File: src/rtl/pipe_tx_block_framer.sv
// Single-lane 128b/130b transmit framer: splits each scrambled block into PIPE beats,
// flags block starts and inserts the periodic TxDataValid=0 gap cycle.
//
// state  | meaning
// S_OFF  | electrical idle, upstream held off
// S_WAIT | link active, no block on the lane
// S_BEAT | driving beat beat_q of the held block
// S_GAP  | rate-matching cycle with TxDataValid=0
module pipe_tx_block_framer #(
    parameter int MAXPIPEWIDTH = 32
) (
    input  logic                      PCLK,
    input  logic                      reset,
    input  logic                      tx_en,
    input  logic [127:0]              blk_data,
    input  logic [1:0]                blk_sync,
    input  logic                      blk_valid,
    output logic                      blk_ready,
    output logic [MAXPIPEWIDTH-1:0]   TxData,
    output logic                      TxDataValid,
    output logic                      TxStartBlock,
    output logic [1:0]                TxSyncHeader,
    output logic [MAXPIPEWIDTH/8-1:0] TxDataK,
    output logic                      TxElecIdle,
    output logic                      underrun
);

    localparam int BEATS      = 128 / MAXPIPEWIDTH;
    localparam int GAP_BLOCKS = MAXPIPEWIDTH / 2;
    localparam int BCW        = $clog2(BEATS);
    localparam int GCW        = $clog2(GAP_BLOCKS);
    localparam logic [BCW-1:0] LAST_BEAT = BCW'(BEATS - 1);
    localparam logic [GCW-1:0] LAST_BLK  = GCW'(GAP_BLOCKS - 1);

    typedef enum logic [1:0] {S_OFF, S_WAIT, S_BEAT, S_GAP} state_t;

    state_t                  state_q, state_d;
    logic [BCW-1:0]          beat_q, beat_d, beat_nxt;
    logic [GCW-1:0]          blk_q, blk_d;
    logic [127:0]            hold_q, hold_d;
    logic [MAXPIPEWIDTH-1:0] data_q, data_d;
    logic                    valid_q, valid_d;
    logic                    start_q, start_d;
    logic [1:0]              sync_q, sync_d;
    logic                    idle_q, idle_d;
    logic                    undr_q, undr_d;
    logic                    last_beat;
    logic                    xfer;

    assign last_beat = (state_q == S_BEAT) && (beat_q == LAST_BEAT);

    always_comb begin
        blk_ready = tx_en && ((state_q == S_WAIT) || (state_q == S_GAP) ||
                              (last_beat && (blk_q != LAST_BLK)));
    end

    assign xfer = blk_valid && blk_ready;

    always_comb begin
        state_d  = state_q;
        beat_d   = beat_q;
        beat_nxt = beat_q + 1'b1;
        blk_d    = blk_q;
        hold_d   = hold_q;
        data_d   = data_q;
        valid_d  = 1'b0;
        start_d  = 1'b0;
        sync_d   = 2'b00;
        idle_d   = 1'b0;
        undr_d   = undr_q;
        if (!tx_en) begin
            // abandon any block in flight; underrun is sticky across idle
            state_d = S_OFF;
            beat_d  = '0;
            blk_d   = '0;
            idle_d  = 1'b1;
        end else begin
            case (state_q)
                S_OFF: state_d = S_WAIT;
                S_BEAT: begin
                    if (!last_beat) begin
                        beat_d  = beat_nxt;
                        valid_d = 1'b1;
                        data_d  = hold_q[MAXPIPEWIDTH*int'(beat_nxt) +: MAXPIPEWIDTH];
                    end else if (blk_q == LAST_BLK) begin
                        blk_d   = '0;
                        state_d = S_GAP;
                    end else begin
                        blk_d = blk_q + 1'b1;
                        if (!xfer) begin
                            state_d = S_WAIT;
                            undr_d  = 1'b1;
                        end
                    end
                end
                S_GAP: begin
                    if (!xfer) begin
                        state_d = S_WAIT;
                        undr_d  = 1'b1;
                    end
                end
                default: ;
            endcase
            // a new block drives beat 0 straight from the input, no bubble
            if (xfer) begin
                state_d = S_BEAT;
                beat_d  = '0;
                hold_d  = blk_data;
                valid_d = 1'b1;
                start_d = 1'b1;
                sync_d  = blk_sync;
                data_d  = blk_data[MAXPIPEWIDTH-1:0];
            end
        end
    end

    always_ff @(posedge PCLK or posedge reset) begin
        if (reset) begin
            state_q <= S_OFF;
            beat_q  <= '0;
            blk_q   <= '0;
            hold_q  <= '0;
            data_q  <= '0;
            valid_q <= 1'b0;
            start_q <= 1'b0;
            sync_q  <= 2'b00;
            idle_q  <= 1'b1;
            undr_q  <= 1'b0;
        end else begin
            state_q <= state_d;
            beat_q  <= beat_d;
            blk_q   <= blk_d;
            hold_q  <= hold_d;
            data_q  <= data_d;
            valid_q <= valid_d;
            start_q <= start_d;
            sync_q  <= sync_d;
            idle_q  <= idle_d;
            undr_q  <= undr_d;
        end
    end

    assign TxData       = data_q;
    assign TxDataValid  = valid_q;
    assign TxStartBlock = start_q;
    assign TxSyncHeader = sync_q;
    assign TxDataK      = '0;
    assign TxElecIdle   = idle_q;
    assign underrun     = undr_q;

endmodule

File: config.mk
export PLATFORM = sky130hd
export DESIGN_NAME = pipe_tx_block_framer
export DESIGN_NICKNAME = d
export VERILOG_FILES = /design/src/rtl/pipe_tx_block_framer.sv
export SDC_FILE = /design/constraint.sdc
export NUM_CORES = 1
export LEC_CHECK = 0
export ABC_AREA = 1
export CORE_MARGIN = 2
export CORE_UTILIZATION = 55
export DETAILED_ROUTE_END_ITERATION = 6
export GPL_ROUTABILITY_DRIVEN = 1
export PLACE_DENSITY = 0.86
export SLEW_MARGIN = 20
export SYNTH_ARGS = -nofsm -noshare
export SYNTH_HDL_FRONTEND = slang
export SYNTH_SLANG_ARGS = --single-unit
File: constraint.sdc
create_clock -name PCLK -period 9.6 [get_ports PCLK]
set_input_delay 0.96 -clock PCLK [delete_from_list [all_inputs] [get_ports PCLK]]
set_output_delay 0.96 -clock PCLK [all_outputs]
set_load 0.01 [all_outputs]
==> results of run 1 <==
-- worst max path at each step --
stage / slack (ns) / end / depth (start not counted) / start
after floorplan: 3.92 / TxDataValid / 1 / reset
after global placement: 5.12 / hold_q[20] / 9 / tx_en
after detailed placement: 4.99 / TxData[18] / 11 / tx_en
after CTS: 5.43 / TxData[29] / 11 / tx_en
after global routing: 5.06 / TxData[30] / 11 / tx_en
final: 5.36 / TxData[29] / 11 / tx_en
-- routing by layer --
metal  up-vias  routed length, µm  global-route usage
met5         -                  0                   0
met4         0                504             0.09216
met3        39               1489             0.04707
met2       328               9587              0.4134
met1      3347               9350              0.4043
li1       3464                  -                   -
-- kinds of logic (layout without fill, tap and decap cells) --
kind of cell               after synthesis  count (layout)  synth area share
and+or+nand+nor                        610             610            0.2932
other                                    1               4         0.0004658
adders and majority gates                5               5          0.007770
AOI/OAI and AO/OA                      116             116           0.08734
xor gates and xnor gates                 2               2          0.002176
DFF                                    174             174            0.5409
buffers and inverters                  119             260           0.06807
-- power breakdown --
| group | total [mW] | internal [mW] | switching (mW) |
|---|---|---|---|
| Sequential | 1.10 | 0.975 | 0.124 |
| Clock | 0.680 | 0.403 | 0.277 |
| Combinational | 0.657 | 0.323 | 0.334 |
| Total | 2.44 | 1.70 | 0.736 |
-- registers in the layout, indices dropped and copies added (netlist names) --
name	count
TxElecIdle	1
state_q	2
hold_q	128
blk_q	4
underrun	1
TxSyncHeader	2
TxDataValid	1
beat_q	2
TxStartBlock	1
TxData	32
-- worst max-delay path: cells and delay by family --
family / cells / cell delay, ns
simple gates: 8 / 2.18
buf+inv: 3 / 1.38
-- cell type report --
type / count / area, µm² / area share
Sequential cell: 174 / 4359 / 0.4236
Multi-Input combinational cell: 737 / 3159 / 0.3070
Timing Repair Buffer: 176 / 1752 / 0.1702
Clock buffer: 22 / 474.2 / 0.04608
Tap cell: 184 / 230.2 / 0.02237
Inverter: 52 / 205.2 / 0.01994
Clock inverter: 10 / 111.4 / 0.01082
-- cells in the final DEF, fill, tap and decap left out --
cell type / count
sky130_fd_sc_hd__a211oi_1: 1
sky130_fd_sc_hd__a21oi_1: 1
sky130_fd_sc_hd__a21oi_4: 1
sky130_fd_sc_hd__a22o_1: 1
sky130_fd_sc_hd__a31o_2: 1
sky130_fd_sc_hd__a31oi_1: 1
sky130_fd_sc_hd__buf_4: 4
sky130_fd_sc_hd__bufinv_16: 2
sky130_fd_sc_hd__clkbuf_1: 2
sky130_fd_sc_hd__clkbuf_16: 17
sky130_fd_sc_hd__clkbuf_8: 3
sky130_fd_sc_hd__clkdlybuf4s50_1: 172
sky130_fd_sc_hd__clkinv_2: 4
sky130_fd_sc_hd__clkinvlp_4: 3
sky130_fd_sc_hd__conb_1: 4
sky130_fd_sc_hd__dfrtp_1: 172
sky130_fd_sc_hd__dfrtp_4: 1
sky130_fd_sc_hd__dfstp_2: 1
sky130_fd_sc_hd__ha_1: 5
sky130_fd_sc_hd__inv_1: 48
sky130_fd_sc_hd__inv_2: 2
sky130_fd_sc_hd__inv_6: 3
sky130_fd_sc_hd__nand2_1: 514
sky130_fd_sc_hd__nand2_2: 1
sky130_fd_sc_hd__nand2_4: 2
sky130_fd_sc_hd__nand3_1: 35
sky130_fd_sc_hd__nand4_1: 2
sky130_fd_sc_hd__nor2_1: 54
sky130_fd_sc_hd__nor2_2: 1
sky130_fd_sc_hd__o211ai_1: 39
sky130_fd_sc_hd__o21ai_0: 70
sky130_fd_sc_hd__o31ai_1: 1
sky130_fd_sc_hd__or2_2: 1
sky130_fd_sc_hd__xnor2_1: 1
sky130_fd_sc_hd__xor2_1: 1
-- synth_stat cells, types with 2 or more instances --
cell | number | area, µm²
sky130_fd_sc_hd__buf_6 | 5 | 56.30
sky130_fd_sc_hd__nand4_1 | 2 | 12.51
sky130_fd_sc_hd__buf_2 | 33 | 165.2
sky130_fd_sc_hd__o21ai_0 | 70 | 350.3
sky130_fd_sc_hd__inv_2 | 2 | 7.510
sky130_fd_sc_hd__inv_1 | 50 | 187.7
sky130_fd_sc_hd__o211ai_1 | 39 | 292.8
sky130_fd_sc_hd__nor2_1 | 54 | 202.7
sky130_fd_sc_hd__dfrtp_1 | 173 | 4329
sky130_fd_sc_hd__nand3_1 | 35 | 175.2
sky130_fd_sc_hd__buf_1 | 7 | 26.28
sky130_fd_sc_hd__nand2_4 | 2 | 22.52
sky130_fd_sc_hd__nand2_1 | 514 | 1929
sky130_fd_sc_hd__buf_4 | 6 | 45.04
sky130_fd_sc_hd__clkbuf_1 | 16 | 60.06
sky130_fd_sc_hd__ha_1 | 5 | 62.56
==> reports/metrics.csv, run 1 <==
metric,value,unit
result of the run,finished clean,
post-synthesis instance total,1027,
end of the worst register-to-register path,TxData[29],
ant diodes,0,
setup TNS after final layout,0,ns
layout overhead on the synthesized area,27.82,%
Post-Place Cell Area,0.009706,mm²
final worst path period share,0.4421,
area enclosed by the die boundary,0.01562,mm²
Resize count post-CTS,0,
"Arr. time, crit path",4.60,ns
wire length of the first global-routing pass,34160,µm
clock-pin slew on the worst setup and hold paths,0.06,ns
final number of hold-violating endpoints,0,
routed length per instance,15.45,µm
hold buffer count at CTS,0,
Hold Crit Endpoint,hold_q[86],
DRC violation total after the first TritonRoute iteration,856,
Overall Power,2.436,mW
"Critical Path, Cell by Cell",clkdlybuf4s50_1 -> inv_2 -> nor2_2 -> nand2_2 -> nand2_4 -> nand2_4 -> buf_4 -> nand2_1 -> nand2_1 -> nand2_1 -> nand2_1,
count of synthesis-stage warnings from yosys,0,
wire length after detailed routing,20930,µm
number of antenna violations at the first check in global routing,0,
count of buffers inserted at the top-level ports,172,
startpoint of the most critical register-to-register path,state_q[1],
CTS Buf Count,17,
f_max,235.6,MHz
final clock skew,0.007876,ns
fin area,0.01029,mm²
x dimension of the die,125.0,µm
max-slew violation total from the final report,0,
H-tree depth,4,
netlist area before placement,0.008051,mm²
max-slew headroom at the worst pin,0.2451,
Hold Path Depth,2,
Layout fillers,1122,
Worst Setup Slack post-DPL,4.992,ns
HPWL after detailed placement,13510,µm
PD cells,236.7,mW/mm²
global route overflow,0,
placed cell count,1323,
"antenna viol nets, final",0,
Yosys reg bits,174,
Worst Setup End Kind,flop,
Hold Path Class,reg -> reg,
synthesized area divided by synthesized cell count,7.840,µm²
count of distinct cell types in the synthesized netlist,30,
max-cap violation count,0,
Tot GR Track Use,0.2730,
slew at the pin with the worst max-slew slack,1.130,ns
chip height,125.0,µm
delay of the slowest cell on the worst path,0.85,ns
Hold Slack,0.4764,ns
final core utilization,0.7135,
final non-filler cell total,1355,
number of cells on the worst reg-to-reg path,9,
Clock Path Buffers,2,
number of core rows,44,
final worst setup slack,5.356,ns
Sink Count,174,
Post-synth ARST share,1.000,
critical path required time,9.96,ns
HP Start,hold_q[86],
setup repair after global routing missed its margin,no,
worst-skew pair later-pin latency,0.43,ns
Remaining DRCs,0,
via total after detailed routing,7178,
Worst IR Drop VDD,0.1273,mV
root buffer cell,sky130_fd_sc_hd__clkbuf_16,
type of the setup path with the least slack,in -> reg,
placeable core region,0.01442,mm²
clock tree from TritonCTS,done,
number of enable-type register cells in the synthesized netlist,0,
number of detailed-route iterations in the first pass,6,
flop2flop setup slack,5.64,ns
final setup fails,0,
placer congestion estimate,0.8888,
critical-path maximum fanout,71,
post-synthesis sequential area ratio,0.5409,
standard cell with the maximum stage delay on the critical path,sky130_fd_sc_hd__nand2_1,
post-CTS repair timing setup buffer count,0,
Startpoint Class,input pin,
number of ports placed on the die boundary,177,
post-route minimum period,4.244,ns
proportion of layout cells with a drive suffix above 1,0.04014,
Static Leak,5.168,nW
initial core utilization,0.5582,
post-layout net count,1297,
Most used DFF post-synth,sky130_fd_sc_hd__dfrtp_1,
vias in the first global route,6715,
most frequent cell on the critical path,sky130_fd_sc_hd__nand2_1,
largest net degree at the start of global routing,138,
Vias/cell,5.297,
Power figures use the tool's default switching activity.
==> run 2, diff against run 1 <==
--- a/config.mk
+++ b/config.mk
@@ -7,10 +7,10 @@
 export LEC_CHECK = 0
 export ABC_AREA = 1
 export CORE_MARGIN = 2
-export CORE_UTILIZATION = 55
+export CORE_UTILIZATION = 51
 export DETAILED_ROUTE_END_ITERATION = 6
 export GPL_ROUTABILITY_DRIVEN = 1
-export PLACE_DENSITY = 0.86
+export PLACE_DENSITY = 0.8
 export SLEW_MARGIN = 20
 export SYNTH_ARGS = -nofsm -noshare
 export SYNTH_HDL_FRONTEND = slang
==> constraint.sdc (replaced) <==
create_clock -name PCLK -period 4.05 [get_ports PCLK]
set_input_delay 0.405 -clock PCLK [delete_from_list [all_inputs] [get_ports PCLK]]
set_output_delay 0.405 -clock PCLK [all_outputs]
set_load 0.01 [all_outputs]
==> reports/metrics.csv, run 2 (same netlist as run 1, synthesis figures left out) <==
metric,value,unit,change
max-cap violation count,0,,unchanged
"Arr. time, crit path",2.77,ns,was 4.60 ns
placed cell count,1355,,was 1323
startpoint of the most critical register-to-register path,beat_q[0],,was state_q[1]
Hold Path Class,reg -> reg,,unchanged
HP Start,hold_q[71],,was hold_q[86]
PD cells,550.0,mW/mm²,was 236.7 mW/mm²
end of the worst register-to-register path,TxData[8],,was TxData[29]
number of antenna violations at the first check in global routing,0,,unchanged
Sink Count,174,,unchanged
Hold Slack,0.4762,ns,was 0.4764 ns
CTS Buf Count,17,,unchanged
root buffer cell,sky130_fd_sc_hd__clkbuf_16,,unchanged
count of buffers inserted at the top-level ports,172,,unchanged
"most common cell after layout, fill and taps aside",sky130_fd_sc_hd__nand2_1,,unchanged
final clock skew,0.007189,ns,was 0.007876 ns
critical path required time,3.64,ns,was 9.96 ns
Worst Setup Slack post-DPL,1.288,ns,was 4.992 ns
layout overhead on the synthesized area,28.92,%,was 27.82%
Overall Power,5.709,mW,was 2.436 mW
final worst path period share,0.7842,,
Vias/cell,5.068,,was 5.297
Layout fillers,1310,,was 1122
HPWL after detailed placement,13850,µm,was 13510 µm
number of core rows,45,,was 44
post-CTS repair timing setup buffer count,0,,unchanged
Remaining DRCs,0,,unchanged
vias in the first global route,6697,,was 6715
final core utilization,0.6778,,was 0.7135
max-slew headroom at the worst pin,0.4144,,was 0.2451
global route overflow,0,,unchanged
placeable core region,0.01531,mm²,was 0.01442 mm²
setup TNS after final layout,0,ns,unchanged
post-layout net count,1302,,was 1297
H-tree depth,4,,unchanged
initial core utilization,0.5257,,was 0.5582
critical-path maximum fanout,37,,was 71
highest-count cells in the layout ignoring fill and taps,"sky130_fd_sc_hd__nand2_1 (513), sky130_fd_sc_hd__dfrtp_1 (172), sky130_fd_sc_hd__clkdlybuf4s50_1 (172)",,"was sky130_fd_sc_hd__nand2_1 (514), sky130_fd_sc_hd__dfrtp_1 (172), sky130_fd_sc_hd__clkdlybuf4s50_1 (172)"
Worst Setup End Kind,primary output,,was flop
Static Leak,5.180,nW,was 5.168 nW
max-slew violation total from the final report,0,,unchanged
routed length per instance,14.90,µm,was 15.45 µm
type of the setup path with the least slack,reg -> out,,was in -> reg
"antenna viol nets, final",0,,unchanged
final worst setup slack,0.8738,ns,was 5.356 ns
ant diodes,0,,unchanged
Resize count post-CTS,0,,unchanged
result of the run,finished clean,,unchanged
clock tree from TritonCTS,done,,unchanged
setup repair after global routing missed its margin,no,,unchanged
proportion of layout cells with a drive suffix above 1,0.04677,,was 0.04014
hold buffer count at CTS,0,,unchanged
x dimension of the die,129.6,µm,was 125.0 µm
via total after detailed routing,7030,,was 7178
DRC violation total after the first TritonRoute iteration,785,,was 856
number of ports placed on the die boundary,177,,unchanged
final number of hold-violating endpoints,0,,unchanged
post-route minimum period,3.176,ns,
"flip-flop count of the largest register, all copies and words added",128,,unchanged
Clock Path Buffers,2,,unchanged
final non-filler cell total,1387,,was 1355
placer congestion estimate,0.9219,,was 0.8888
worst-skew pair later-pin latency,0.43,ns,about the same
slew at the pin with the worst max-slew slack,0.8764,ns,was 1.130 ns
Post-Place Cell Area,0.009811,mm²,was 0.009706 mm²
Hold Crit Endpoint,hold_q[71],,was hold_q[86]
wire length of the first global-routing pass,33540,µm,was 34160 µm
Storage cell area,0.004359,mm²,unchanged
area enclosed by the die boundary,0.01681,mm²,was 0.01562 mm²
Reg with most FFs,hold_q,,unchanged
Worst IR Drop VDD,0.3540,mV,was 0.1273 mV
final setup fails,0,,unchanged
Hold Path Depth,2,,unchanged
wire length after detailed routing,20670,µm,was 20930 µm
fin area,0.01038,mm²,was 0.01029 mm²
number of detailed-route iterations in the first pass,5,,was 6
f_max,314.8,MHz,
flop2flop setup slack,1.28,ns,was 5.64 ns
clock-pin slew on the worst setup and hold paths,0.07,ns,was 0.06 ns
Tot GR Track Use,0.2587,,was 0.2730
number of cells on the worst reg-to-reg path,9,,unchanged
chip height,129.6,µm,was 125.0 µm
Startpoint Class,flop,,was input pin
area occupied by multi-input gates,0.003162,mm²,was 0.003159 mm²
largest net degree at the start of global routing,129,,was 138
## run 2: changes by cell type in the layout (fill, tap and decap cells not counted), sizes merged
cell and change:
clkbuf -5, clkinvlp +4, clkinv +2, bufinv -1
buf +5
## run 2: worst max-delay path, stage by stage (launching register included)
cell and delay, ns:
sky130_fd_sc_hd__dfrtp_4 0.67, sky130_fd_sc_hd__ha_1 0.24, sky130_fd_sc_hd__nand2_1 0.14, sky130_fd_sc_hd__nor2_2 0.16
sky130_fd_sc_hd__nand2_2 0.09, sky130_fd_sc_hd__nand2_4 0.08, sky130_fd_sc_hd__buf_4 0.33, sky130_fd_sc_hd__clkdlybuf4s50_1 0.61
## run 2: layout make-up
cell class                 instances  share of cell area
sequential                       174              0.4200
tap                              211             0.02543
clock buffer                      17             0.04098
clock inverter                    15             0.01362
inverter                          52             0.01941
timing repair buffer             181              0.1760
multi-input combinational        737              0.3046
## run 2: worst max-delay path by stage
stage | slack (ns) | from | cells past startpoint | end
finish | 0.87 | beat_q[0] | 7 | blk_ready
global route | 0.73 | beat_q[0] | 7 | blk_ready
CTS | 0.86 | beat_q[0] | 7 | blk_ready
detailed placement | 1.29 | tx_en | 7 | blk_ready
global placement | 1.35 | tx_en | 7 | blk_ready
floorplan | 1.42 | reset | 1 | TxDataValid
## run 2: routing by layer
layer	global-route usage	wire length, µm	part of all wire	vias up
met2	0.3859	9221	0.45	252
met1	0.3895	9718	0.47	3276
li1	-	-	-	3471
met4	0.08159	394	0.019	0
met5	0	0	0	-
met3	0.04335	1338	0.065	31
## run 2: where the power goes
part / internal, mW / switching [mW] / total, mW
registers: 2.31 / 0.296 / 2.61
clock network: 0.852 / 0.702 / 1.55
logic: 0.773 / 0.778 / 1.55
==> run 3, diff against run 2 <==
--- a/config.mk
+++ b/config.mk
@@ -7,10 +7,10 @@
 export LEC_CHECK = 0
 export ABC_AREA = 1
 export CORE_MARGIN = 2
-export CORE_UTILIZATION = 51
+export CORE_UTILIZATION = 46
 export DETAILED_ROUTE_END_ITERATION = 6
 export GPL_ROUTABILITY_DRIVEN = 1
-export PLACE_DENSITY = 0.8
+export PLACE_DENSITY = 0.77
 export SLEW_MARGIN = 20
 export SYNTH_ARGS = -nofsm -noshare
 export SYNTH_HDL_FRONTEND = slang
==> constraint.sdc (replaced) <==
create_clock -name PCLK -period 2.8 [get_ports PCLK]
set_input_delay 0.28 -clock PCLK [delete_from_list [all_inputs] [get_ports PCLK]]
set_output_delay 0.28 -clock PCLK [all_outputs]
set_load 0.01 [all_outputs]
==> reports/metrics.csv, run 3 (same netlist as run 1, synthesis figures left out) <==
metric,value,unit,change
root buffer cell,sky130_fd_sc_hd__clkbuf_16,,unchanged
Clock Path Buffers,2,,unchanged
number of core rows,48,,was 45
Worst IR Drop VDD,0.4872,mV,was 0.3540 mV
max-slew headroom at the worst pin,0.5227,,was 0.4144
"most common cell after layout, fill and taps aside",sky130_fd_sc_hd__nand2_1,,unchanged
critical path required time,2.52,ns,was 3.64 ns
area enclosed by the die boundary,0.01858,mm²,was 0.01681 mm²
"antenna viol nets, final",0,,unchanged
DRC violation total after the first TritonRoute iteration,603,,was 785
highest-count cells in the layout ignoring fill and taps,"sky130_fd_sc_hd__nand2_1 (514), sky130_fd_sc_hd__dfrtp_1 (172), sky130_fd_sc_hd__clkdlybuf4s50_1 (172)",,"was sky130_fd_sc_hd__nand2_1 (513), sky130_fd_sc_hd__dfrtp_1 (172), sky130_fd_sc_hd__clkdlybuf4s50_1 (172)"
f_max,397.4,MHz,
HPWL after detailed placement,14610,µm,was 13850 µm
vias in the first global route,6654,,was 6697
wire length after detailed routing,21460,µm,was 20670 µm
final worst path period share,0.8987,,
Clk pwr share,0.288,,was 0.272
post-CTS repair timing setup buffer count,0,,unchanged
net switching component of the power,2.582,mW,was 1.776 mW
placeable core region,0.01718,mm²,was 0.01531 mm²
global route overflow,0,,unchanged
chip height,136.3,µm,was 129.6 µm
number of detailed-route iterations in the first pass,4,,was 5
clock-pin slew on the worst setup and hold paths,0.07,ns,about the same
Reg with most FFs,hold_q,,unchanged
number of ports placed on the die boundary,177,,unchanged
Static Leak,5.285,nW,was 5.180 nW
Vias/cell,4.928,,was 5.068
Sink Count,174,,unchanged
net switching share of the total power,0.3040,,was 0.3110
critical-path maximum fanout,12,,was 37
largest net degree at the start of global routing,122,,was 129
via total after detailed routing,6943,,was 7030
ant diodes,0,,unchanged
Worst Setup End Kind,primary output,,unchanged
Overall Power,8.492,mW,was 5.709 mW
Resize count post-CTS,0,,unchanged
setup repair after global routing missed its margin,no,,unchanged
placer congestion estimate,0.8676,,was 0.9219
Tot GR Track Use,0.2401,,was 0.2587
H-tree depth,4,,unchanged
final number of hold-violating endpoints,0,,unchanged
Startpoint Class,flop,,unchanged
hold buffer count at CTS,0,,unchanged
count of buffers inserted at the top-level ports,172,,unchanged
"flip-flop count of the largest register, all copies and words added",128,,unchanged
number of antenna violations at the first check in global routing,0,,unchanged
proportion of layout cells with a drive suffix above 1,0.05068,,was 0.04677
slew at the pin with the worst max-slew slack,0.7144,ns,was 0.8764 ns
portion of total power attributed to sequential cells,0.442,,was 0.456
Hold Path Class,in -> async,,was reg -> reg
flop2flop setup slack,0.48,ns,was 1.28 ns
number of cells on the worst reg-to-reg path,10,,was 9
CTS Buf Count,17,,unchanged
layout overhead on the synthesized area,31.30,%,was 28.92%
"Arr. time, crit path",2.24,ns,was 2.77 ns
worst-skew pair later-pin latency,0.43,ns,about the same
Remaining DRCs,0,,unchanged
setup TNS after final layout,0,ns,unchanged
x dimension of the die,136.3,µm,was 129.6 µm
result of the run,finished clean,,unchanged
max-cap violation count,0,,unchanged
final setup fails,0,,unchanged
final clock skew,0.009894,ns,was 0.007189 ns
max-slew violation total from the final report,0,,unchanged
Cell Int Power,5.910,mW,was 3.933 mW
routed length per instance,15.23,µm,was 14.90 µm
wire length of the first global-routing pass,34270,µm,was 33540 µm
Gate power share,0.269,,was 0.272
PD cells,803.3,mW/mm²,was 550.0 mW/mm²
post-route minimum period,2.516,ns,
initial core utilization,0.4687,,was 0.5257
post-layout net count,1310,,was 1302
type of the setup path with the least slack,reg -> out,,unchanged
clock tree from TritonCTS,done,,unchanged
==> run 3: cell types whose count changed in the layout (fill, tap and decap cells not counted), sizes merged <==
cell and delta:
clkinv +3, buf +8, bufinv +2, clkinvlp -5
clkbuf +2, inv -2
==> run 3: path summary, 6_finish.rpt <==
path / from / end
worst max-delay path: state_q[0] / blk_ready
worst min-delay path: reset / TxSyncHeader[1]
worst max register to register: beat_q[0] / TxData[9]
worst min register to register: hold_q[82] / hold_q[82]
max in group asynchronous: reset / hold_q[16]
min in group PCLK: blk_sync[0] / TxSyncHeader[0]
==> run 3: routing by layer <==
metal,part of all wire,up-vias,global-route usage,routed length [µm]
li1,-,3489,-,-
met1,0.47,3175,0.3558,9983
met2,0.45,247,0.3515,9558
met3,0.070,32,0.04996,1511
met4,0.019,0,0.07928,412
met5,0,-,0,0
==> run 3: worst max-delay path, cell delays in order (launching register included) <==
cell and delay (ns):
sky130_fd_sc_hd__dfrtp_1 0.40, sky130_fd_sc_hd__inv_1 0.09, sky130_fd_sc_hd__ha_1 0.22, sky130_fd_sc_hd__nand2_1 0.15, sky130_fd_sc_hd__nor2_2 0.14, sky130_fd_sc_hd__nand2_2 0.09
sky130_fd_sc_hd__nand2_4 0.14, sky130_fd_sc_hd__clkdlybuf4s50_1 0.57
==> run 3: through the flow <==
stage | worst slack [ns] | utilization | hold WS (ns) | instance area, µm² | instances
after global placement | 0.5227 | 0.5801 | 0.4555 | 9963 | 1377
after CTS | 0.2695 | 0.6155 | 0.3190 | 10570 | 1409
after floorplan | 0.2962 | - | 0.3464 | 8066 | 1030
after global routing | 0.1308 | 0.6155 | 0.3692 | 10570 | 1409
final | 0.2836 | 0.6155 | 0.3078 | 10570 | 1409
after detailed placement | 0.4677 | 0.5801 | 0.4604 | 9963 | 1377
==> run 3: layout make-up <==
type,instances,area [µm²]
flip-flops and latches,174,4359
well taps,225,281.5
repair buffers,189,1962
inverters,52,201.4
clock inverters,13,165.2
fillers,1512,6605
clock buffers,19,442.9
multi-input cells,737,3159
==> run 3: power groups by stage <==
stage	sequential (mW)	clock (mW)	combinational, mW
6_report	3.76	2.45	2.29
2_1_floorplan	3.80	0	1.22
3_3_place_gp	3.77	0	2.21
3_5_place_dp	3.78	0	2.28
5_1_grt	3.84	2.58	2.60
4_1_cts	3.75	2.48	2.30
